File: config.mk
export PLATFORM = sky130hd
export DESIGN_NAME = sort_out_fifo
export DESIGN_NICKNAME = d
export VERILOG_FILES = /design/src/rtl/sort_out_fifo.sv
export SDC_FILE = /design/constraint.sdc
export NUM_CORES = 1
export LEC_CHECK = 0
export ABC_AREA = 1
export ABC_CLOCK_PERIOD_IN_PS = 2550
export CAP_MARGIN = 20
export CELL_PAD_IN_SITES_DETAIL_PLACEMENT = 2
export CELL_PAD_IN_SITES_GLOBAL_PLACEMENT = 2
export CORE_MARGIN = 10
export CORE_UTILIZATION = 36
export DETAILED_ROUTE_END_ITERATION = 10
export HOLD_SLACK_MARGIN = 0.12
export PLACE_DENSITY_LB_ADDON = 0.1
export SYNTH_ARGS = -nofsm -noshare
export SYNTH_HDL_FRONTEND = slang
export SYNTH_SLANG_ARGS = --single-unit
File: constraint.sdc
create_clock -name clk -period 2.55 [get_ports clk]
set_input_delay 0.51 -clock clk [delete_from_list [all_inputs] [get_ports clk]]
set_output_delay 0.51 -clock clk [all_outputs]
set_load 0.1 [all_outputs]
File: src/rtl/sort_out_fifo.sv
// Output FIFO for sorted words: first-word fall-through, sticky overflow flag,
// occupancy counter kept separately from the pointers so full/empty never alias.

module sort_out_fifo_entry #(
    parameter int data_width = 8
) (
    input  logic                  clk,
    input  logic                  rst_n,
    input  logic                  we,
    input  logic [data_width-1:0] d,
    output logic [data_width-1:0] q
);
    logic [data_width-1:0] q_q;

    always_ff @(posedge clk or negedge rst_n) begin
        if (!rst_n)  q_q <= '0;
        else if (we) q_q <= d;
    end

    assign q = q_q;
endmodule

module sort_out_fifo #(
    parameter int data_width = 8,
    parameter int depth      = 4
) (
    input  logic                       clk,
    input  logic                       rst_n,
    input  logic                       clr,
    input  logic                       sort_val,
    input  logic [data_width-1:0]      sort,
    output logic                       sort_rdy,
    output logic [data_width-1:0]      sort_data,
    output logic                       data_val,
    input  logic                       data_rdy,
    output logic [$clog2(depth):0]     level,
    output logic                       ovf
);
    localparam int AW = $clog2(depth);
    localparam int LW = AW + 1;

    logic [AW-1:0]                      wptr_q, wptr_d, rptr_q, rptr_d;
    logic [LW-1:0]                      level_q, level_d;
    logic                               ovf_q, ovf_d;
    logic                               wr_en, rd_en;
    logic [depth-1:0]                   ent_we;
    logic [depth-1:0][data_width-1:0]   ent_q;

    // Handshake flags depend on registered occupancy only.
    assign sort_rdy  = (level_q < LW'(depth));
    assign data_val  = (level_q != '0);
    assign sort_data = data_val ? ent_q[rptr_q] : '0;
    assign level     = level_q;
    assign ovf       = ovf_q;

    assign wr_en = sort_val & sort_rdy & ~clr;
    assign rd_en = data_val & data_rdy & ~clr;

    always_comb begin
        wptr_d  = wptr_q;
        rptr_d  = rptr_q;
        level_d = level_q;
        ovf_d   = ovf_q;
        if (clr) begin
            wptr_d  = '0;
            rptr_d  = '0;
            level_d = '0;
            ovf_d   = 1'b0;
        end else begin
            if (wr_en) wptr_d = wptr_q + AW'(1);
            if (rd_en) rptr_d = rptr_q + AW'(1);
            case ({wr_en, rd_en})
                2'b10:   level_d = level_q + LW'(1);
                2'b01:   level_d = level_q - LW'(1);
                default: level_d = level_q;
            endcase
            // A read in the same cycle does not make room for a word offered while full.
            if (sort_val && !sort_rdy) ovf_d = 1'b1;
        end
    end

    always_ff @(posedge clk or negedge rst_n) begin
        if (!rst_n) begin
            wptr_q  <= '0;
            rptr_q  <= '0;
            level_q <= '0;
            ovf_q   <= 1'b0;
        end else begin
            wptr_q  <= wptr_d;
            rptr_q  <= rptr_d;
            level_q <= level_d;
            ovf_q   <= ovf_d;
        end
    end

    for (genvar g = 0; g < depth; g++) begin : g_ent
        assign ent_we[g] = wr_en && (wptr_q == AW'(g));
        sort_out_fifo_entry #(.data_width(data_width)) u_ent (
            .clk   (clk),
            .rst_n (rst_n),
            .we    (ent_we[g]),
            .d     (sort),
            .q     (ent_q[g])
        );
    end
endmodule

# Word level (Yosys, flattened, before mapping)
# Cells that the tools add are included.
[totals]
reg_bits = 40
latchBits = 0
ramBits = 0
rom_bits = 0
in_bits = 13
out_inout_bits = 14
word_cells = 47
memories = 0
[classes]
add_sub_neg = 4
mul = 0
n_div = 0
order_cmp = 2
eq_ne = 5
shift = 0
mux = 11
bitwise_logic = 5
reduce_logical = 12
[ops]
columns = ["operator", "n"]
rows = [
  ["$bmux 8 s2", 1],
  ["$mux 8", 2],
  ["$mux 2", 4],
  ["$eq 2x2->1 const B", 3],
  ["$pmux 3 s2", 1],
  ["$reduce_bool 2->1", 3],
  ["$reduce_bool 3->1", 2],
  ["$logic_and 1x1->1", 5],
  ["$add 2x1->2 const B", 2],
  ["$and 1x1->1", 4],
  ["$eq 2x1->1 const B", 2],
  ["$add 3x1->3 const B", 1],
  ["$lt 2x3->1 const B", 1],
  ["$lt 3x3->1 const B", 1],
  ["$mux 3", 1],
  ["$sub 3x1->3 const B", 1],
  ["$logic_not 2->1", 1],
  ["$mux 1", 2],
  ["$logic_not 1->1", 1],
  ["$not 1->1", 1],
]

# Depth between registers and ports, before layout
# Gate-level depths: netlist of run 1.
[logic_depth]
ltp_word = 6
ltp_mapped = 11
mapped_depth_nobuf = 11

# Modules after synthesis
# A second synthesis of run 1 with hierarchy kept.
[hier_totals]
hier_cells = 261
hier_area_um2 = 2000.7
[by_module_without_submodules]
columns = ["module", "instances", "cells_per_inst", "area_per_inst_um2", "seq_area_each_um2"]
rows = [
  ["sort_out_fifo_entry", 4, 34, 305.3, 200.2],
  ["sort_out_fifo", 1, 125, 779.5, 200.2],
]

# Worst setup path after synthesis of run 1
# Ideal clock, no wire load.
[synth_timing]
path_type = "reg2out"
from = "register level_q[2], in the netlist level[2]"
to = "output sort_data[0]"
t_arrival_ns = 3.634
required_time_ns = 2.040
slack_ns = -1.594
stages_incl_launch_ff = 5
n_path_buf = 0
cell_sequence = "dfrtp_1 > inv_4 > nand2_2 > inv_1 > a21oi_1"
[synth_between]
elab_chain_len = 2
[synth_rtl]
columns = ["item", "line", "source"]
rows = [
  ["from (decl)", "43", "logic [LW-1:0] level_q, level_d;"],
  ["from (signal assigned)", "91", "level_q <= level_d;"],
  ["$reduce_bool 3->1", "51", "assign data_val = (level_q != '0);"],
  ["via data_val", "34", "output logic data_val,"],
  ["$mux 8", "52", "assign sort_data = data_val ? ent_q[rptr_q] : '0;"],
  ["to (decl)", "33", "output logic [data_width-1:0] sort_data,"],
]
# The timed path passes the listed nets, and every way through them passes these cells.

# Worst setup path in the final report of run 1
[layout_timing]
from = "register level_q[0], in the netlist level[0]"
to = "output sort_data[7]"
[layout_between]
elab_chain_len = 2
[layout_rtl]
columns = ["item", "line"]
rows = [
  ["$reduce_bool 3->1", "51"],
  ["$mux 8", "52"],
]
# Every way passes these cells.

==> flow_metrics.env, run 1 <==
export IMPL_dp_cells=324
export IMPL_viasPerCell=4.98
export IMPL_grt_most_used_layer="met2"
export IMPL_timing_rr_start="level[0]"
export IMPL_cts_sinks=40
export IMPL_synth_area_um2=2030
export IMPL_post_cts_setup_buffers=0
export IMPL_grt_use_met1_pct=17.0
export IMPL_wire_per_inst_um=17.9
export IMPL_post_route_period_util_pct=90.2
export IMPL_cp_slowest_cell="dfrtp_4"
export IMPL_start_util_pct=37.1
export IMPL_cap_violations=0
export IMPL_die_w_um=95.1
export IMPL_clk_path_buf_depth=2
export IMPL_die_area_um2=9040
export IMPL_grt_pass1_wl_mm=10.0
export IMPL_synthTopCellsByArea="dfrtp_1, nand2_1, o21ai_2"
export IMPL_gp_congestion=0.767
export IMPL_vias=1655
export IMPL_ys_seq_area_share_pct=49.3
export IMPL_port_buffers=26
export IMPL_dieHeight_um=95.1
export IMPL_pwr_share_seq_pct=30.3
export IMPL_htreeDepth=2
export IMPL_syn_inst=230
export IMPL_hpwl_mm=4.38
export IMPL_use_met2_pct=25.3
export IMPL_worstSetupPathType="register to output pin"
export IMPL_antenna_found_initial=0
export IMPL_ys_warnings_count=0
export IMPL_status="finished clean"
export IMPL_dr_pass1_iters=4
export IMPL_fmax_ghz=0.435
export IMPL_ios=27
export IMPL_ys_ff_latch=40
export IMPL_grt_max_degree=23
export IMPL_powerDensity_nw_per_um2=1280
export IMPL_cts_tree="done"
export IMPL_core_um2=5470
export IMPL_synth_distinct_cells=24
export IMPL_numCtsBuffers=5
export IMPL_critPathArrivalTime_ps=1790
export IMPL_grt_usage_pct=14.2
export IMPL_worst_slew_pin_slew_ps=517
export IMPL_grt_pass1_vias=1924
export IMPL_min_period_ps=2300
export IMPL_rsz0062_at_grt="false"
export IMPL_cts_root_buffer="clkbuf_8"
export IMPL_drtIter0Drc=46
export IMPL_rr_worst_depth=11
export IMPL_clk_latency_ps=290
export IMPL_gr_usage_met3_pct=2.91
export IMPL_yosys_area_top_type="dfrtp_1"
export IMPL_cpPeakStageDelay_ps=510
export IMPL_clock_power_share_pct=16.4
export IMPL_endpoint_kind="output pin"
export IMPL_setup_viol=0
export IMPL_ant_nets=0
export IMPL_crit_start="level[0]"
export IMPL_hp_class="input pin to async pin"
export IMPL_max_slew_margin_pct=65.5
export IMPL_final_cell_mix="nand2_1, dfrtp_1, nor2_1"
export IMPL_cp_max_fo=8
export IMPL_syn_avg_cell_area_um2=8.82
export IMPL_drc_errors=0
export IMPL_hold_buffers=0
export IMPL_start_kind="register"
export IMPL_clk_pin_slew_worst_paths_ps=90
export IMPL_synth_nets=248
export IMPL_wl_mm=5.96
export IMPL_synth_top_area_share_pct=49.3
export IMPL_worstPathRequired_ps=2040
export IMPL_p_int_mw=1.75
export IMPL_cts_resized=0
export IMPL_p_sw_mw=1.63
export IMPL_drv_slew=0
export IMPL_vdd_ir_drop_max_v=0.000497
export IMPL_overflow=0
export IMPL_mostFrequentLayoutCell="nand2_1"
export IMPL_num_rows=27
export IMPL_hold_violations=0
export IMPL_drive_gt1_share_pct=27.3
export IMPL_clock_skew_ps=8.91
export IMPL_path_cells="nor2_1 -> nand2_8 -> clkinvlp_4 -> a21oi_4 -> buf_12"
export IMPL_nNetsFinal=277
export IMPL_n_antenna_cell=0
export IMPL_netSwitchingFraction_pct=48.1
export IMPL_fin_setup_tns_ps=0
export IMPL_stdcell_count=332
export IMPL_power_leakage_nw=1.22
export IMPL_holdWs_ps=185
export IMPL_combPwrFrac_pct=53.3
export IMPL_areaGrowthSynthToFinish_pct=30.5
-- critical path, delay by kind of cell (launching register included) --
| family | cells | cell delay, ps |
|---|---|---|
| buf+inv | 2 | 500 |
| simple gates | 2 | 410 |
| flops | 1 | 510 |
| compound gates | 1 | 70 |
-- Yosys cell counts --
cell type and n:
nor2_8 1, buf_6 4, inv_4 1, o21ai_1 26
a21oi_2 2, buf_2 3, clkbuf_1 1, inv_1 14
o21ai_0 9, nand3_2 1, nand2_2 2, a21oi_1 11
nand4_1 2, inv_2 3, nor2_2 1, nor2_1 34
xor2_1 1, nand3_1 2, fa_1 1, nand2_4 5
nand2_1 46, ha_1 4, o21ai_2 16, dfrtp_1 40
-- power groups by stage --
stage	combinational, mW	sequential [mW]	clock (mW)
4_1_cts	1.83	1.03	0.570
2_1_floorplan	1.23	1.09	0
3_3_place_gp	1.78	1.02	0
6_report	1.80	1.03	0.554
5_1_grt	1.93	1.06	0.590
3_5_place_dp	1.81	1.04	0
-- final timing paths --
kind | to | slack (ps)
worst max-delay path | sort_data[7] | 250
worst min-delay path | g_ent[0].u_ent.q[2] | 190
worst max register to register | level[2] | 510
worst min register to register | g_ent[1].u_ent.q[4] | 490
max in group asynchronous | g_ent[3].u_ent.q[3] | 1790
min in group clk | g_ent[1].u_ent.q[4] | 490
-- logic make-up (layout without fill, tap and decap cells) --
group	count (synthesis)	in the layout	share of synthesized area [%]
adder cells (fa/ha/maj)	5	5	3.45
AO/OA/AOI/OAI	64	64	19.1
buffers and inverters	26	56	6.60
AND/OR/NAND/NOR	94	94	21.1
flip-flops	40	40	49.3
XOR/XNOR	1	1	0.432
-- registers in the layout (all words and copies together) (netlist names) --
signal / flops
ovf: 1
g_ent.u_ent.q: 32
level: 3
wptr_q: 2
rptr_q: 2
-- stage by stage --
step                      power (mW)  area (um^2)  setup WS [ps]  util [%]
after floorplan                 2.32         2150           6.89         -
after global placement          2.80         2530            261      46.2
after detailed placement        2.85         2530            139      46.2
after CTS                       3.43         2650            216      48.4
after global routing            3.58         2650           71.1      48.4
final                           3.38         2650            250      48.4
-- per-layer routing --
layer  up-vias  part of all wire (%)
li1        800                     -
met1       836                    45
met2        14                    52
met3         5                   2.3
met4         0                  0.76
met5         -                     0
-- area by class of cell --
type	count	area, um^2
inverters	18	76.3
flip-flops and latches	40	1010
multi-input cells	164	998
repair buffers	30	350
fillers	602	2820
well taps	72	90.1
clock buffers	6	82.6
clock inverters	2	38.8
No activity file was read; power rests on OpenSTA's default activity.
==> run 2: changes to the inputs <==
- CORE_ASPECT_RATIO: not set -> 1.1
==> flow_metrics.env, run 2 (synthesized netlist as in run 1, its figures left out) <==
export IMPL_port_buffers=26
export IMPL_start_kind="register"
export IMPL_hpwl_mm=4.33
export IMPL_drive_gt1_share_pct=26.8
export IMPL_endpoint_kind="output pin"
export IMPL_reg2reg_to="level[2]"
export IMPL_regToRegSetupSlack_ps=510
export IMPL_grt_pass1_wl_mm=9.97
export IMPL_core_um2=5430
export IMPL_clk_latency_ps=300
export IMPL_viasPerCell=5.10
export IMPL_n_antenna_cell=0
export IMPL_rr_worst_depth=11
export IMPL_max_slew_margin_pct=61.0
export IMPL_dr_pass1_iters=4
export IMPL_worst_slew_pin_slew_ps=585
export IMPL_vdd_ir_drop_max_v=0.000808
export IMPL_clock_skew_ps=6.66
export IMPL_path_cells="nor2_1 -> nand2_8 -> clkinvlp_4 -> a21oi_4 -> buf_12"
export IMPL_vias=1713
export IMPL_drc_errors=0
export IMPL_mostFrequentLayoutCell="nand2_1"
export IMPL_worstPathRequired_ps=2040
export IMPL_cts_tree="done"
export IMPL_overflow=0
export IMPL_hp_class="input pin to async pin"
export IMPL_hold_violations=0
export IMPL_die_area_um2=9040
export IMPL_numCtsBuffers=5
export IMPL_htreeDepth=2
export IMPL_wl_mm=5.95
export IMPL_post_route_period_util_pct=92.3
export IMPL_drv_slew=0
export IMPL_rsz0062_at_grt="false"
export IMPL_cpPeakStageDelay_ps=510
export IMPL_num_rows=28
export IMPL_areaGrowthSynthToFinish_pct=29.5
export IMPL_cp_max_fo=8
export IMPL_final_cell_mix="nand2_1, dfrtp_1, nor2_1"
export IMPL_timing_rr_start="level[0]"
export IMPL_status="finished clean"
export IMPL_power_leakage_nw=1.21
export IMPL_worstSetupPathType="register to output pin"
export IMPL_fmax_ghz=0.425
export IMPL_die_w_um=91.6
export IMPL_fin_setup_tns_ps=0
export IMPL_largest_reg_flops=32
export IMPL_critPathArrivalTime_ps=1840
export IMPL_clk_path_buf_depth=2
export IMPL_holdWs_ps=199
export IMPL_dieHeight_um=98.7
export IMPL_min_period_ps=2350
export IMPL_cts_root_buffer="clkbuf_8"
export IMPL_setup_viol=0
export IMPL_p_total_mw=3.27
export IMPL_clk_pin_slew_worst_paths_ps=80
export IMPL_grt_usage_pct=13.9
export IMPL_cts_sinks=40
export IMPL_nNetsFinal=278
export IMPL_cp_slowest_cell="dfrtp_4"
export IMPL_antenna_found_initial=0
export IMPL_grt_pass1_vias=1993
export IMPL_drtIter0Drc=44
export IMPL_ant_nets=0
export IMPL_cts_resized=0
export IMPL_cap_violations=0
export IMPL_grt_max_degree=26
export IMPL_ios=27
export IMPL_hold_buffers=0
export IMPL_post_cts_setup_buffers=0
export IMPL_start_util_pct=37.4
export IMPL_wire_per_inst_um=17.7
export IMPL_gp_congestion=0.742
export IMPL_powerDensity_nw_per_um2=1240
-- run 2: cell count changes in the layout (fill, tap and decap cells not counted) --
cell	change
buf_4	+1
bufinv_16	-1
clkbuf_1	+2
clkinv_4	-1
-- run 2: routing by layer --
layer	global-route usage (%)	routed length (um)
met1	15.0	2460
met2	25.6	3230
met3	2.96	139
met4	5.67	118
met5	0	0
-- run 2: worst max-delay path by stage --
stage / from / to / cells past startpoint
after floorplan: level[2] / sort_data[0] / 4
after global placement: sort_val / level[2] / 11
after detailed placement: sort_val / level[2] / 11
after CTS: level[0] / sort_data[5] / 5
after global routing: level[0] / sort_data[5] / 5
final: level[0] / sort_data[0] / 5
-- run 2: cell type report --
cell class,instances,area (um^2)
fill,586,2800
tap,75,93.8
sequential,40,1010
clock buffer,8,90.1
multi-input combinational,164,998
inverter,18,76.3
timing repair buffer,31,358
-- run 2: power breakdown --
part | internal, mW | switching (mW) | leakage (nW)
clock network | 0.221 | 0.220 | 0.0455
registers | 0.869 | 0.147 | 0.513
logic | 0.569 | 1.25 | 0.647
total | 1.66 | 1.61 | 1.21
-- run 2: worst max-delay path, delay by kind of cell (launching register included) --
family	cells	cell delay [ps]
buf+inv	2	530
simple gates	2	440
compound gates	1	70
flops	1	510
-- run 2: per-stage QoR --
step | setup slack, ps | instances | utilization (%) | instance area (um^2)
after floorplan | 6.89 | 230 | - | 2150
after CTS | 164 | 336 | 48.4 | 2630
after detailed placement | 180 | 328 | 46.8 | 2540
after global routing | 112 | 336 | 48.4 | 2630
after global placement | 267 | 328 | 46.8 | 2540
final | 195 | 336 | 48.4 | 2630
